## src/rtl/cpu_sequencer_pkg.sv

```systemverilog
// Shared definitions for the multi-cycle control sequencer: state encodings,
// PC-source select codes, opcode values and the opcode-class record.
package cpu_sequencer_pkg;

    typedef enum logic [2:0] {
        ST_IDLE   = 3'd0,
        ST_FETCH  = 3'd1,
        ST_DECODE = 3'd2,
        ST_EXEC   = 3'd3,
        ST_MEM    = 3'd4,
        ST_WB     = 3'd5,
        ST_ERR    = 3'd6
    } state_t;

    localparam logic [1:0] PC_SEL_SEQ = 2'd0;  // PC + 4
    localparam logic [1:0] PC_SEL_OFF = 2'd1;  // PC + offset
    localparam logic [1:0] PC_SEL_REG = 2'd2;  // src1 register

    // Opcode values of IR[31:27]; anything not listed executes as a NOP
    localparam logic [4:0] OP_ADD  = 5'd0;
    localparam logic [4:0] OP_AND  = 5'd1;
    localparam logic [4:0] OP_MOV  = 5'd2;
    localparam logic [4:0] OP_LDW  = 5'd3;
    localparam logic [4:0] OP_STW  = 5'd4;
    localparam logic [4:0] OP_BR   = 5'd5;
    localparam logic [4:0] OP_JMP  = 5'd6;
    localparam logic [4:0] OP_JSR  = 5'd7;
    localparam logic [4:0] OP_JSRR = 5'd8;

    typedef struct packed {
        logic alu;
        logic load;
        logic store;
        logic branch;
        logic jump;
        logic jsr;
        logic jsrr;
        logic nop;
    } op_class_t;

endpackage

```

## src/rtl/cpu_sequencer_op_classify.sv

```systemverilog
// Combinational opcode decoder producing a one-hot instruction class.
module op_classify
    import cpu_sequencer_pkg::*;
#(
    parameter int OPCODE_WIDTH = 5
) (
    input  logic [OPCODE_WIDTH-1:0] opcode,
    output op_class_t               op_class
);

    // One-hot class lookup; unknown opcodes fall through to nop
    always_comb begin
        op_class = '0;
        case (opcode)
            OPCODE_WIDTH'(OP_ADD),
            OPCODE_WIDTH'(OP_AND),
            OPCODE_WIDTH'(OP_MOV):  op_class.alu    = 1'b1;
            OPCODE_WIDTH'(OP_LDW):  op_class.load   = 1'b1;
            OPCODE_WIDTH'(OP_STW):  op_class.store  = 1'b1;
            OPCODE_WIDTH'(OP_BR):   op_class.branch = 1'b1;
            OPCODE_WIDTH'(OP_JMP):  op_class.jump   = 1'b1;
            OPCODE_WIDTH'(OP_JSR):  op_class.jsr    = 1'b1;
            OPCODE_WIDTH'(OP_JSRR): op_class.jsrr   = 1'b1;
            default:                op_class.nop    = 1'b1;
        endcase
    end

endmodule

```

## src/rtl/cpu_sequencer.sv

```systemverilog
// Multi-cycle control sequencer: steps each instruction through
// FETCH/DECODE/EXEC/[MEM]/WB and drives the datapath strobes.
module cpu_sequencer
    import cpu_sequencer_pkg::*;
#(
    parameter int OPCODE_WIDTH = 5,
    parameter int MEM_TIMEOUT  = 15,
    parameter int RETIRE_WIDTH = 16
) (
    input  logic                    clk,
    input  logic                    rst_n,
    input  logic                    lock,
    input  logic                    halt_req,
    input  logic [OPCODE_WIDTH-1:0] opcode,
    input  logic                    br_taken,
    input  logic                    mem_ready,
    output logic                    ir_load,
    output logic                    pc_write,
    output logic [1:0]              pc_sel,
    output logic                    reg_write,
    output logic                    link_sel,
    output logic                    cc_write,
    output logic                    mem_req,
    output logic                    mem_we,
    output logic                    busy,
    output logic                    mem_err,
    output logic [RETIRE_WIDTH-1:0] retire_count,
    output logic [2:0]              state
);

    localparam int WAIT_W = (MEM_TIMEOUT > 1) ? $clog2(MEM_TIMEOUT) : 1;
    localparam logic [WAIT_W-1:0] WAIT_LAST = WAIT_W'(MEM_TIMEOUT - 1);

    state_t                  state_r;
    state_t                  next_state_s;
    logic [WAIT_W-1:0]       wait_cnt_r;
    logic [RETIRE_WIDTH-1:0] retire_count_r;
    op_class_t               op_class_s;
    logic                    retire_s;
    logic                    continue_s;

    op_classify #(
        .OPCODE_WIDTH (OPCODE_WIDTH)
    ) u_op_classify (
        .opcode   (opcode),
        .op_class (op_class_s)
    );

    assign continue_s   = lock & ~halt_req;
    assign retire_count = retire_count_r;
    assign state        = state_r;

    // State register
    always_ff @(posedge clk or negedge rst_n) begin
        if (!rst_n) begin
            state_r <= ST_IDLE;
        end else begin
            state_r <= next_state_s;
        end
    end

    // MEM wait counter; held at zero outside MEM so every entry starts clean
    always_ff @(posedge clk or negedge rst_n) begin
        if (!rst_n) begin
            wait_cnt_r <= '0;
        end else if (state_r != ST_MEM) begin
            wait_cnt_r <= '0;
        end else if (!mem_ready && (wait_cnt_r != WAIT_LAST)) begin
            wait_cnt_r <= wait_cnt_r + WAIT_W'(1);
        end else begin
            wait_cnt_r <= wait_cnt_r;
        end
    end

    // Retired-instruction counter, wraps naturally
    always_ff @(posedge clk or negedge rst_n) begin
        if (!rst_n) begin
            retire_count_r <= '0;
        end else if (retire_s) begin
            retire_count_r <= retire_count_r + RETIRE_WIDTH'(1);
        end else begin
            retire_count_r <= retire_count_r;
        end
    end

    // Next-state logic
    always_comb begin
        next_state_s = state_r;
        case (state_r)
            ST_IDLE: begin
                if (continue_s) begin
                    next_state_s = ST_FETCH;
                end else begin
                    next_state_s = ST_IDLE;
                end
            end
            ST_FETCH:  next_state_s = ST_DECODE;
            ST_DECODE: next_state_s = ST_EXEC;
            ST_EXEC: begin
                if (op_class_s.alu) begin
                    next_state_s = ST_WB;
                end else if (op_class_s.load || op_class_s.store) begin
                    next_state_s = ST_MEM;
                end else begin
                    next_state_s = continue_s ? ST_FETCH : ST_IDLE;
                end
            end
            ST_MEM: begin
                if (mem_ready) begin
                    if (op_class_s.load) begin
                        next_state_s = ST_WB;
                    end else begin
                        next_state_s = continue_s ? ST_FETCH : ST_IDLE;
                    end
                end else if (wait_cnt_r == WAIT_LAST) begin
                    next_state_s = ST_ERR;
                end else begin
                    next_state_s = ST_MEM;
                end
            end
            ST_WB:   next_state_s = continue_s ? ST_FETCH : ST_IDLE;
            ST_ERR:  next_state_s = ST_ERR;
            default: next_state_s = ST_ERR;
        endcase
    end

    // Output decode; EXEC and MEM retire strobes also depend on br_taken/mem_ready
    always_comb begin
        ir_load   = 1'b0;
        retire_s  = 1'b0;
        pc_sel    = PC_SEL_SEQ;
        reg_write = 1'b0;
        link_sel  = 1'b0;
        cc_write  = 1'b0;
        mem_req   = 1'b0;
        mem_we    = 1'b0;
        busy      = 1'b1;
        mem_err   = 1'b0;
        case (state_r)
            ST_IDLE:   busy    = 1'b0;
            ST_FETCH:  ir_load = 1'b1;
            ST_DECODE: busy    = 1'b1;
            ST_EXEC: begin
                retire_s = op_class_s.branch | op_class_s.jump | op_class_s.jsr |
                           op_class_s.jsrr | op_class_s.nop;
                if (op_class_s.branch) begin
                    pc_sel = br_taken ? PC_SEL_OFF : PC_SEL_SEQ;
                end else if (op_class_s.jump || op_class_s.jsrr) begin
                    pc_sel = PC_SEL_REG;
                end else if (op_class_s.jsr) begin
                    pc_sel = PC_SEL_OFF;
                end else begin
                    pc_sel = PC_SEL_SEQ;
                end
                reg_write = op_class_s.jsr | op_class_s.jsrr;
                link_sel  = op_class_s.jsr | op_class_s.jsrr;
            end
            ST_MEM: begin
                mem_req  = 1'b1;
                mem_we   = op_class_s.store;
                retire_s = mem_ready & ~op_class_s.load;
            end
            ST_WB: begin
                retire_s  = 1'b1;
                reg_write = 1'b1;
                cc_write  = 1'b1;
            end
            ST_ERR:  mem_err = 1'b1;
            default: mem_err = 1'b1;
        endcase
        pc_write = retire_s;
    end

endmodule

```

## config.mk

```make
export PLATFORM = sky130hd
export DESIGN_NAME = cpu_sequencer
export DESIGN_NICKNAME = d
export VERILOG_FILES = /design/src/rtl/cpu_sequencer_pkg.sv /design/src/rtl/cpu_sequencer_op_classify.sv /design/src/rtl/cpu_sequencer.sv
export SDC_FILE = /design/constraint.sdc
export NUM_CORES = 1
export LEC_CHECK = 0
export ABC_AREA = 1
export CAP_MARGIN = 20
export CORE_MARGIN = 2
export CORE_UTILIZATION = 45
export DETAILED_ROUTE_END_ITERATION = 8
export PLACE_DENSITY = 0.74
export SLEW_MARGIN = 5
export SYNTH_ARGS = -nofsm -noshare
export SYNTH_HDL_FRONTEND = slang
export SYNTH_SLANG_ARGS = --single-unit
```

## constraint.sdc

```tcl
create_clock -name clk -period 1.36 [get_ports clk]
set_clock_uncertainty 0.1 [all_clocks]
set_input_delay 0.272 -clock clk [delete_from_list [all_inputs] [get_ports clk]]
set_output_delay 0.272 -clock clk [all_outputs]
set_load 0.03 [all_outputs]
```

==> metrics.yaml <==
grt:
  grt.overflow.total: 0
  grt_pass1_vias: 1803
  grt_start_max_net_pins: 24
  track_usage_pct: 23.99
  antenna_found_initial: 0
  grt_first_pass_wirelength_mm: 7.790
clock_network:
  cts.path.max_buffers: 2
  cts_max_level: 1
  clkTransAtPathRegs_ps: 80
  cts_tree: "yes"
  clock_sinks: 23
  root_buffer: "clkbuf_8"
  clk_latency_ps: 280
  numCtsBuffers: 3
  postCtsHoldBufs: 0
synthesis:
  synth.area.top_cells: "dfrtp_1 34%, nand2_1 12%, inv_1 7.0%"
  synth_top_family_by_area: "simple AND/OR/NAND/NOR gates"
  ys_ff_latch: 23
  synth_top_area_share_pct: 34.43
  ys_types: 25
  postSynthAreaPerCell_um2: 7.429
  synth_cells: 225
  synth_fa_ha_area_share_pct: 2.246
  synth.mux.area_fraction_pct: 0
  synth_xor_area_share_pct: 3.668
  synth_compound_area_share_pct: 10.85
  syn_area_mm2: 0.001672
  ys_warn_count: 0
  synth_top_area_cell: "dfrtp_1"
  syn_nets: 239
  synth_seq_area_share_pct: 34.43
  synth-simple-area-share_pct: 39.75
sta:
  fin_crit_sh_pct: 127.0
  tightest_slew_ps: 350.2
  slew_headroom_pct: 76.57
  fin_setup_tns_ps: -8430
  rsz0062_at_grt: "true"
  setup_viol: 35
  hold_viol_final: 0
  fin_crit_ps: 1727
  worst_slack_ps: -367.2
  timing.fmax_mhz: 579.0
  slew_violations: 0
pwr:
  combPwrFrac_pct: 67.1
  switching_share_pct: 42.18
  seqPwrFrac_pct: 22.5
  peakVddDrop_mv: 1.110
  cellPowerDensity_mw_per_mm2: 1468
  p_switching_mw: 1.799
  pwr-share-clk_pct: 10.4
  internal_power_mw: 2.466
  leakage_nw: 1.426
critical_path:
  ff2ff_path_depth: 10
  crit_type: "reg -> out"
  crit_required_ps: 990
  cp-end-kind: "primary output"
  r2r_slack_ps: -280
  r2r-start: "state[2]"
  rr_endpoint: "retire_count[10]"
  cp-start-kind: "register"
  worst_ep_arrival_time_ps: 1360
  cp_max_fo: 5
finish:
  num_antenna_cells: 0
  area_growth_pct: 73.80
  nets: 343
  fillerInstances: 246
  stdcell_count: 376
  final_layout_size_suffix_gt1_share_pct: 50.00
  utilization_pct: 80.57
drt:
  first_pass_iters: 6
  vias_per_cell: 4.952
  drt-total-wl_mm: 4.994
  via_count: 1862
  wl_per_cell_um: 13.28
  drc_errors: 0
  ant_nets: 0
  initialDrtViolationCount: 60
floorplanning:
  pin_count: 41
  row_count: 22
  coreArea_mm2: 0.003606
  fp.dieW_um: 64.95
  die-area_mm2: 0.004219
  fp.dieH_um: 64.95
  start_util_pct: 46.36
placement:
  dp_hpwl_mm: 3.310
  dpl.cell_count: 356
  place.gp.congestion: 0.8086
  numPortBuffers: 40
flow_run:
  drv_cap: 0
status:
  violations: "negative setup slack"
  outcome: "finished with violations"
hold_path:
  hold_path_class: "in -> async"
==> worst max path at each step <==
stage                     startpoint         to  slack [ps]  depth (start not counted)
after floorplan             state[0]   pc_write        -270                          6
after global placement     opcode[2]  reg_write        -520                          9
after detailed placement   opcode[2]  reg_write        -550                          9
after CTS                   state[1]    mem_err        -370                          5
after global routing        state[1]   pc_write        -430                          6
final                       state[1]  reg_write        -370                          5
==> cell usage in the layout (no fill, tap or decap), types with 3 or more instances in the layout <==
master	netlist	routed
a21oi_1	7	5
buf_12	1	5
buf_4	0	54
buf_6	0	28
clkbuf_8	0	3
clkdlybuf4s50_1	0	5
dfrtp_1	23	15
dfrtp_2	0	8
dlygate4sd2_1	0	5
inv_1	31	25
inv_2	0	4
nand2_1	55	48
nand2_2	10	14
nand2_4	6	9
nand3_1	14	13
nand4_1	10	10
nor2_1	26	20
nor2_2	3	3
nor2_4	1	7
o21ai_0	6	5
o21ai_2	10	11
xor2_1	7	7
==> cells by family (layout without fill, tap and decap cells) <==
family | after synthesis | count (layout)
AO/OA/AOI/OAI | 27 | 27
XOR/XNOR | 7 | 7
adder cells (fa/ha/maj) | 3 | 3
buffers and inverters | 33 | 136
flip-flops | 23 | 23
AND/OR/NAND/NOR | 132 | 132
==> state kept, by name (all words and copies together) (netlist names) <==
signal	count
wait_cnt_r	4
retire_count	16
state	3
==> power groups by stage <==
stage,sequential (mW),combinational (mW),clock (mW)
floorplan,1.18,1.01,0
global placement,0.960,2.04,0
detailed placement,0.965,2.08,0
CTS,0.955,2.49,0.462
global route,0.979,3.04,0.480
finish,0.961,2.86,0.444
==> critical path, cell delays in order, from the launching register on <==
cell and delay, ps:
dfrtp_2 430, nand2_2 90, nor2_4 190, inv_4 90
o21ai_2 130, buf_6 140
==> cells in the mapped netlist <==
cell type,instances
nand2_1,55
inv_1,31
nor2_1,26
dfrtp_1,23
nand3_1,14
nand2_2,10
nand4_1,10
o21ai_2,10
a21oi_1,7
xor2_1,7
nand2_4,6
o21ai_0,6
ha_1,3
nor2_2,3
nor3_1,3
nand3_4,2
buf_12,1
buf_8,1
nand3_2,1
nand3b_1,1
nor2_4,1
o211ai_1,1
o21ai_1,1
o31ai_1,1
o32ai_1,1
==> through the flow <==
| stage | total power [mW] | worst slack [ps] | hold WS, ps | area, µm² |
|---|---|---|---|---|
| 2_1_floorplan | 2.192 | -270.7 | -123.6 | 1747 |
| 3_3_place_gp | 2.999 | -521.0 | 359.5 | 2485 |
| 3_5_place_dp | 3.045 | -545.6 | 373.8 | 2485 |
| 4_1_cts | 3.903 | -369.5 | 241.7 | 2736 |
| 5_1_grt | 4.500 | -429.9 | 253.5 | 2905 |
| 6_report | 4.265 | -367.2 | 245.0 | 2905 |
==> per-layer routing <==
metal,global-route usage (%),vias to the layer above,wire [µm]
met5,0,-,0
met4,11.17,0,159
met3,4.340,16,207
met2,45.62,46,2746
met1,25.16,862,1881
li1,-,938,-
==> final cells by class <==
class,instances,area (µm²),area share (%)
Sequential cell,23,585.6,20.16
Clock inverter,1,5.005,0.1723
Timing Repair Buffer,101,1007,34.67
Clock buffer,3,41.29,1.421
Inverter,31,121.4,4.177
Tap cell,48,60.06,2.067
Multi-Input combinational cell,169,1085,37.34
==> timing repair <==
item / 4_1_cts / 5_1_grt
buffers inserted: 9 / 5
resized for setup: 41 / 25
pin swaps: 9 / 5
hold endpoints to repair: 0 / 0
gates cloned: 1 / 2
endpoints found under the setup margin: 45 / 45
Power figures use the tool's default switching activity.
